<file path="src/rtl/vldrdy_pkg.sv">
// Shared types and constants for the valid/ready stream source.
// State encoding, data-pattern modes and Fibonacci LFSR tap masks per data width.
package vldrdy_pkg;

    typedef enum logic [1:0] {
        IDLE = 2'd0,
        SEND = 2'd1,
        GAP  = 2'd2,
        DONE = 2'd3
    } state_t;

    localparam logic [1:0] MODE_INC   = 2'd0;
    localparam logic [1:0] MODE_LFSR  = 2'd1;
    localparam logic [1:0] MODE_CONST = 2'd2;

    // Tap masks: bit k-1 set for tap k (8,6,5,4 and 16,14,13,11).
    localparam logic [7:0]  LFSR_TAPS8  = 8'hB8;
    localparam logic [15:0] LFSR_TAPS16 = 16'hB400;

endpackage

</file>
<file path="src/rtl/vldrdy_pattern_gen.sv">
// Data word register for the stream source: loads the seed on start, advances on each transfer.
// One-cycle latency from load/advance to data_o; holds its value whenever advance_i is low.
module vldrdy_pattern_gen
    import vldrdy_pkg::*;
#(
    parameter int DWIDTH = 8
) (
    input  logic              clk,
    input  logic              rst_n,
    input  logic              load_i,
    input  logic [1:0]        mode_i,
    input  logic [DWIDTH-1:0] seed_i,
    input  logic              advance_i,
    output logic [DWIDTH-1:0] data_o
);
    localparam logic [DWIDTH-1:0] TAPS = (DWIDTH == 16) ? DWIDTH'(LFSR_TAPS16)
                                                        : DWIDTH'(LFSR_TAPS8);

    logic [1:0]        mode_q, mode_d;
    logic [DWIDTH-1:0] data_q, data_d;

    always_comb begin
        mode_d = mode_q;
        data_d = data_q;
        if (load_i) begin
            mode_d = mode_i;
            // An all-zero LFSR would lock up, so seed 0 starts from 1 instead.
            data_d = (mode_i == MODE_LFSR && seed_i == '0) ? DWIDTH'(1) : seed_i;
        end else if (advance_i) begin
            case (mode_q)
                MODE_LFSR:  data_d = {data_q[DWIDTH-2:0], ^(data_q & TAPS)};
                MODE_CONST: data_d = data_q;
                default:    data_d = data_q + DWIDTH'(1);
            endcase
        end
    end

    always_ff @(posedge clk or negedge rst_n) begin
        if (!rst_n) begin
            mode_q <= MODE_INC;
            data_q <= '0;
        end else begin
            mode_q <= mode_d;
            data_q <= data_d;
        end
    end

    assign data_o = data_q;

endmodule

</file>
<file path="src/rtl/master_vldrdy.sv">
// Valid/ready stream source: sends cfg_len words with optional idle gaps, counts accepted words.
// All outputs registered; src_val/src_data hold through any src_rdy stall, cfg_en low freezes everything.
module master_vldrdy
    import vldrdy_pkg::*;
#(
    parameter int DWIDTH = 8,
    parameter int CWIDTH = 10
) (
    input  logic              clk,
    input  logic              rst_n,
    input  logic              cfg_en,
    input  logic              cfg_start,
    input  logic [CWIDTH-1:0] cfg_len,
    input  logic [1:0]        cfg_mode,
    input  logic [DWIDTH-1:0] cfg_seed,
    input  logic [1:0]        cfg_gap,
    output logic              src_val,
    input  logic              src_rdy,
    output logic [DWIDTH-1:0] src_data,
    output logic [CWIDTH-1:0] read_counter,
    output logic              busy,
    output logic              done
);
    state_t            state_q, state_d;
    logic [CWIDTH-1:0] len_q, len_d;
    logic [CWIDTH-1:0] cnt_q, cnt_d;
    logic [1:0]        gap_q, gap_d;
    logic [1:0]        gcnt_q, gcnt_d;
    logic              val_q, val_d;
    logic              busy_q, busy_d;
    logic              done_q, done_d;
    logic              xfer;
    logic              start;

    // A word offered before cfg_en dropped is still accepted on that edge.
    assign xfer  = val_q & src_rdy;
    assign start = cfg_en & cfg_start & ((state_q == IDLE) || (state_q == DONE));

    always_comb begin
        state_d = state_q;
        len_d   = len_q;
        cnt_d   = cnt_q;
        gap_d   = gap_q;
        gcnt_d  = gcnt_q;
        if (start) begin
            len_d   = cfg_len;
            gap_d   = cfg_gap;
            cnt_d   = '0;
            state_d = (cfg_len == '0) ? DONE : SEND;
        end else if (xfer) begin
            cnt_d = cnt_q + CWIDTH'(1);
            if (cnt_d == len_q) begin
                state_d = DONE;
            end else if (gap_q != 2'd0) begin
                state_d = GAP;
                gcnt_d  = gap_q - 2'd1;
            end
        end else if (cfg_en && state_q == GAP) begin
            if (gcnt_q == 2'd0) begin
                state_d = SEND;
            end else begin
                gcnt_d = gcnt_q - 2'd1;
            end
        end
        val_d  = cfg_en & (state_d == SEND);
        busy_d = (state_d == SEND) || (state_d == GAP);
        done_d = (state_d == DONE);
    end

    always_ff @(posedge clk or negedge rst_n) begin
        if (!rst_n) begin
            state_q <= IDLE;
            len_q   <= '0;
            cnt_q   <= '0;
            gap_q   <= '0;
            gcnt_q  <= '0;
            val_q   <= 1'b0;
            busy_q  <= 1'b0;
            done_q  <= 1'b0;
        end else begin
            state_q <= state_d;
            len_q   <= len_d;
            cnt_q   <= cnt_d;
            gap_q   <= gap_d;
            gcnt_q  <= gcnt_d;
            val_q   <= val_d;
            busy_q  <= busy_d;
            done_q  <= done_d;
        end
    end

    vldrdy_pattern_gen #(
        .DWIDTH(DWIDTH)
    ) u_pattern_gen (
        .clk      (clk),
        .rst_n    (rst_n),
        .load_i   (start),
        .mode_i   (cfg_mode),
        .seed_i   (cfg_seed),
        .advance_i(xfer),
        .data_o   (src_data)
    );

    assign src_val      = val_q;
    assign read_counter = cnt_q;
    assign busy         = busy_q;
    assign done         = done_q;

endmodule

</file>
<file path="config.mk">
export PLATFORM = sky130hd
export DESIGN_NAME = master_vldrdy
export DESIGN_NICKNAME = d
export VERILOG_FILES = /design/src/rtl/vldrdy_pkg.sv /design/src/rtl/vldrdy_pattern_gen.sv /design/src/rtl/master_vldrdy.sv
export SDC_FILE = /design/constraint.sdc
export NUM_CORES = 1
export LEC_CHECK = 0
export CAP_MARGIN = 10
export CORE_AREA = 2 2 75 77
export DETAILED_ROUTE_END_ITERATION = 10
export DIE_AREA = 0 0 77 79
export PLACE_DENSITY = 0.74
export SETUP_SLACK_MARGIN = 0.1
export SYNTH_ARGS = -nofsm -noshare
export SYNTH_HDL_FRONTEND = slang
export SYNTH_SLANG_ARGS = --single-unit
</file>
<file path="constraint.sdc">
create_clock -name clk -period 2.2 [get_ports clk]
set_input_delay 0.55 -clock clk [delete_from_list [all_inputs] [get_ports clk]]
set_output_delay 0.55 -clock clk [all_outputs]
set_load 0.02 [all_outputs]
</file>
==> results.yml <==
cells_and_area:
  final_common_cell: "nand2_1"
  nets: 373
  fin_util: 0.571
  antenna_cells: 0
  fin_cells: 413
  layout_common_cells: "68 x nand2_1, 46 x clkdlybuf4s50_1, 38 x dfrtp_1"
  drive_above_1_share: 0.0997
  area_growth_pct: 31.9
power_and_ir_drop:
  vdd_drop_max_uv: 503
  pwr-share-comb: 0.498
  power.share.clock: 0.128
  pwr-share-seq: 0.374
  leakage_uw: 0.00130
  swShare: 0.414
  power.net_switching_uw: 1410
  p_int_uw: 2000
  power_density_mw_per_mm2: 1120
clock_network:
  cts_made_buffers: 5
  hold_buffers: 0
  cts_root_buf: "clkbuf_8"
  tritoncts: "done"
  htreeDepth: 2
  insertion_delay_ns: 0.29
  cts.path.max_buffers: 2
  path_clk_slew_ns: 0.07
  cts.sinks: 39
setup_path:
  crit_family: "buffers and inverters"
  cp.required_ns: 1.65
  worstPathArrival_ns: 1.46
  crit_fanout: 9
  path_cells: "clkdlybuf4s50_1"
  cp_num_buf_inv: 1
  crit_type: "flop to output pin"
  end_kind: "output pin"
  cpMaxStageDelayCell: "clkdlybuf4s50_1"
  ff2ff_setup_slack_ns: 0.19
  max_stage_delay_ns: 0.67
  start_kind: "flop"
synth:
  yosys.area_share.simple: 0.257
  synth_xor_xnor_area_share: 0.0795
  synth_area_leaders: "dfrtp_1 42%, nand2_1 11%, xnor2_1 4.5%"
  synth-seq-cells: 39
  syn_avg_cell_area_sq_um: 8.23
  syn_inst: 281
  synth_compound_area_frac: 0.173
  ys.flop_type: "dfrtp_1"
  yosysTopAreaCell: "dfrtp_1"
  synth_edf_count: 0
  async_flop_share: 1.00
  synth-adder-area-share: 0.0216
  synth_nets: 312
  yosysWarnings: 0
  yosys.area.top_type_share: 0.422
  yosysSeqAreaShare: 0.422
  yosysUniqueCellTypes: 52
  synth_top_family_by_area: "simple AND/OR/NAND/NOR gates"
  syn_area_sq_mm: 0.00231
  synthMuxAreaShare: 0.00866
place:
  port_buffers: 47
  dp_hpwl_um: 4340
  numPlacedInstances: 407
  place.gp.congestion: 0.939
global_routing:
  grt_max_degree: 32
  grt_pass1_vias: 2054
  grt_pass1_wl_um: 9460
  track_usage: 0.196
  antenna_found_initial: 0
  grt_overflow: 0
min_path:
  hold_path.class: "primary input to async pin"
detailed_routing:
  drt_iter0_markers: 127
  routed_wl_um: 5570
  first_pass_iters: 4
  routedWlPerCell_um: 13.5
  drtAntennaViolNets: 0
  vias_per_cell: 5.32
  num_vias: 2196
  post-route-drc-count: 0
sta:
  final-hold-violation-count: 0
  hold-worst-slack_ns: 0.211
  worst_pin_slew_ns: 0.582
  setup_viol_count_final: 0
  slew_viol_final: 0
  maxSlewHeadroom: 0.611
  rsz0062_at_grt: "true"
  period_share: 0.915
  fmax_mhz: 497
  skew_ns: 0.00673
  fin_crit_ns: 2.01
floorplanning:
  die_h_um: 79
  fp.coreArea_sq_mm: 0.00534
  fp.dieArea_sq_mm: 0.00608
  initial_core_util: 0.433
  rows: 27
  die_x_um: 77
  ios: 48
job:
  maxCapViolCount: 0
run_status:
  status: "finished, final reports clean"
-- sequential cells by signal, indices dropped and copies added (netlist names) --
| name | cells |
|---|---|
| len_q | 10 |
| read_counter | 10 |
| u_pattern_gen.data_o | 8 |
| gap_q | 2 |
| gcnt_q | 2 |
| state_q | 2 |
| u_pattern_gen.mode_q | 2 |
| busy | 1 |
| done | 1 |
| src_val | 1 |
-- metal layers --
metal	up-vias	global-route usage	wire (um)	share of wire
li1	1102	-	-	-
met1	1036	0.260	2610	0.47
met2	49	0.315	2590	0.46
met3	9	0.0364	250	0.045
met4	0	0.0875	123	0.022
met5	-	0	0	0
-- cells by family after synthesis --
logic type	after synthesis
XOR/XNOR	21
adder cells (fa/ha/maj)	4
multiplexers	2
flip-flops	39
buffers and inverters	20
AO/OA/AOI/OAI	64
AND/OR/NAND/NOR	131
-- power by group through the flow --
stage                     logic, uW  clock network [uW]  registers, uW
after detailed placement       1700                   0           1280
final                          1700                 436           1280
after global routing           1880                 483           1320
after global placement         1650                   0           1280
after floorplan                 954                   0           1360
after CTS                      1710                 452           1270
-- Yosys cell counts, types with 2 or more instances --
library cell / count
nand4_1: 3
nor2_1: 22
nor2b_1: 2
xnor2_1: 12
and2_1: 3
and3_1: 2
mux2i_1: 2
a21oi_1: 19
a21o_1: 2
o21ai_0: 19
a211oi_1: 2
nand3_1: 6
nand2_1: 68
inv_1: 7
a22o_1: 2
o31ai_1: 2
a31oi_1: 3
dfrtp_1: 39
o211ai_1: 2
nor3_1: 8
xor2_1: 9
ha_1: 4
nor4_1: 4
clkbuf_1: 8
buf_2: 2
or3_1: 3
-- stage by stage --
| step | worst slack, ns | cell area, sq um | total power (uW) | TNS [ns] |
|---|---|---|---|---|
| 6_report | 0.187 | 3050 | 3410 | 0 |
| 5_1_grt | 0.0976 | 3050 | 3680 | 0 |
| 4_1_cts | 0.135 | 3040 | 3430 | 0 |
| 3_5_place_dp | -0.0895 | 2970 | 2980 | -0.346 |
| 3_3_place_gp | -0.0825 | 2970 | 2930 | -0.220 |
| 2_1_floorplan | 0.121 | 2310 | 2320 | 0 |
-- path summary, 6_finish.rpt --
path,endpoint,cells past startpoint,start
setup / recovery,read_counter[4],1,read_counter[4]
hold / removal,read_counter[3],1,rst_n
setup reg to reg,gcnt_q[0],7,read_counter[0]
hold reg to reg,len_q[3],2,len_q[3]
max in group asynchronous,len_q[0],2,rst_n
min in group clk,len_q[3],2,len_q[3]
-- area by class of cell --
class | count | area, sq um
well taps | 72 | 90.1
clock buffers | 6 | 72.6
flip-flops and latches | 39 | 977
inverters | 7 | 26.3
repair buffers | 67 | 628
multi-input cells | 222 | 1260
fillers | 537 | 2290
-- timing repair --
item / in CTS / in global routing
endpoints found under the setup margin: 0 / 5
setup buffers: 0 / 0
resized for setup: 0 / 2
(Power assumes the default switching activity.)
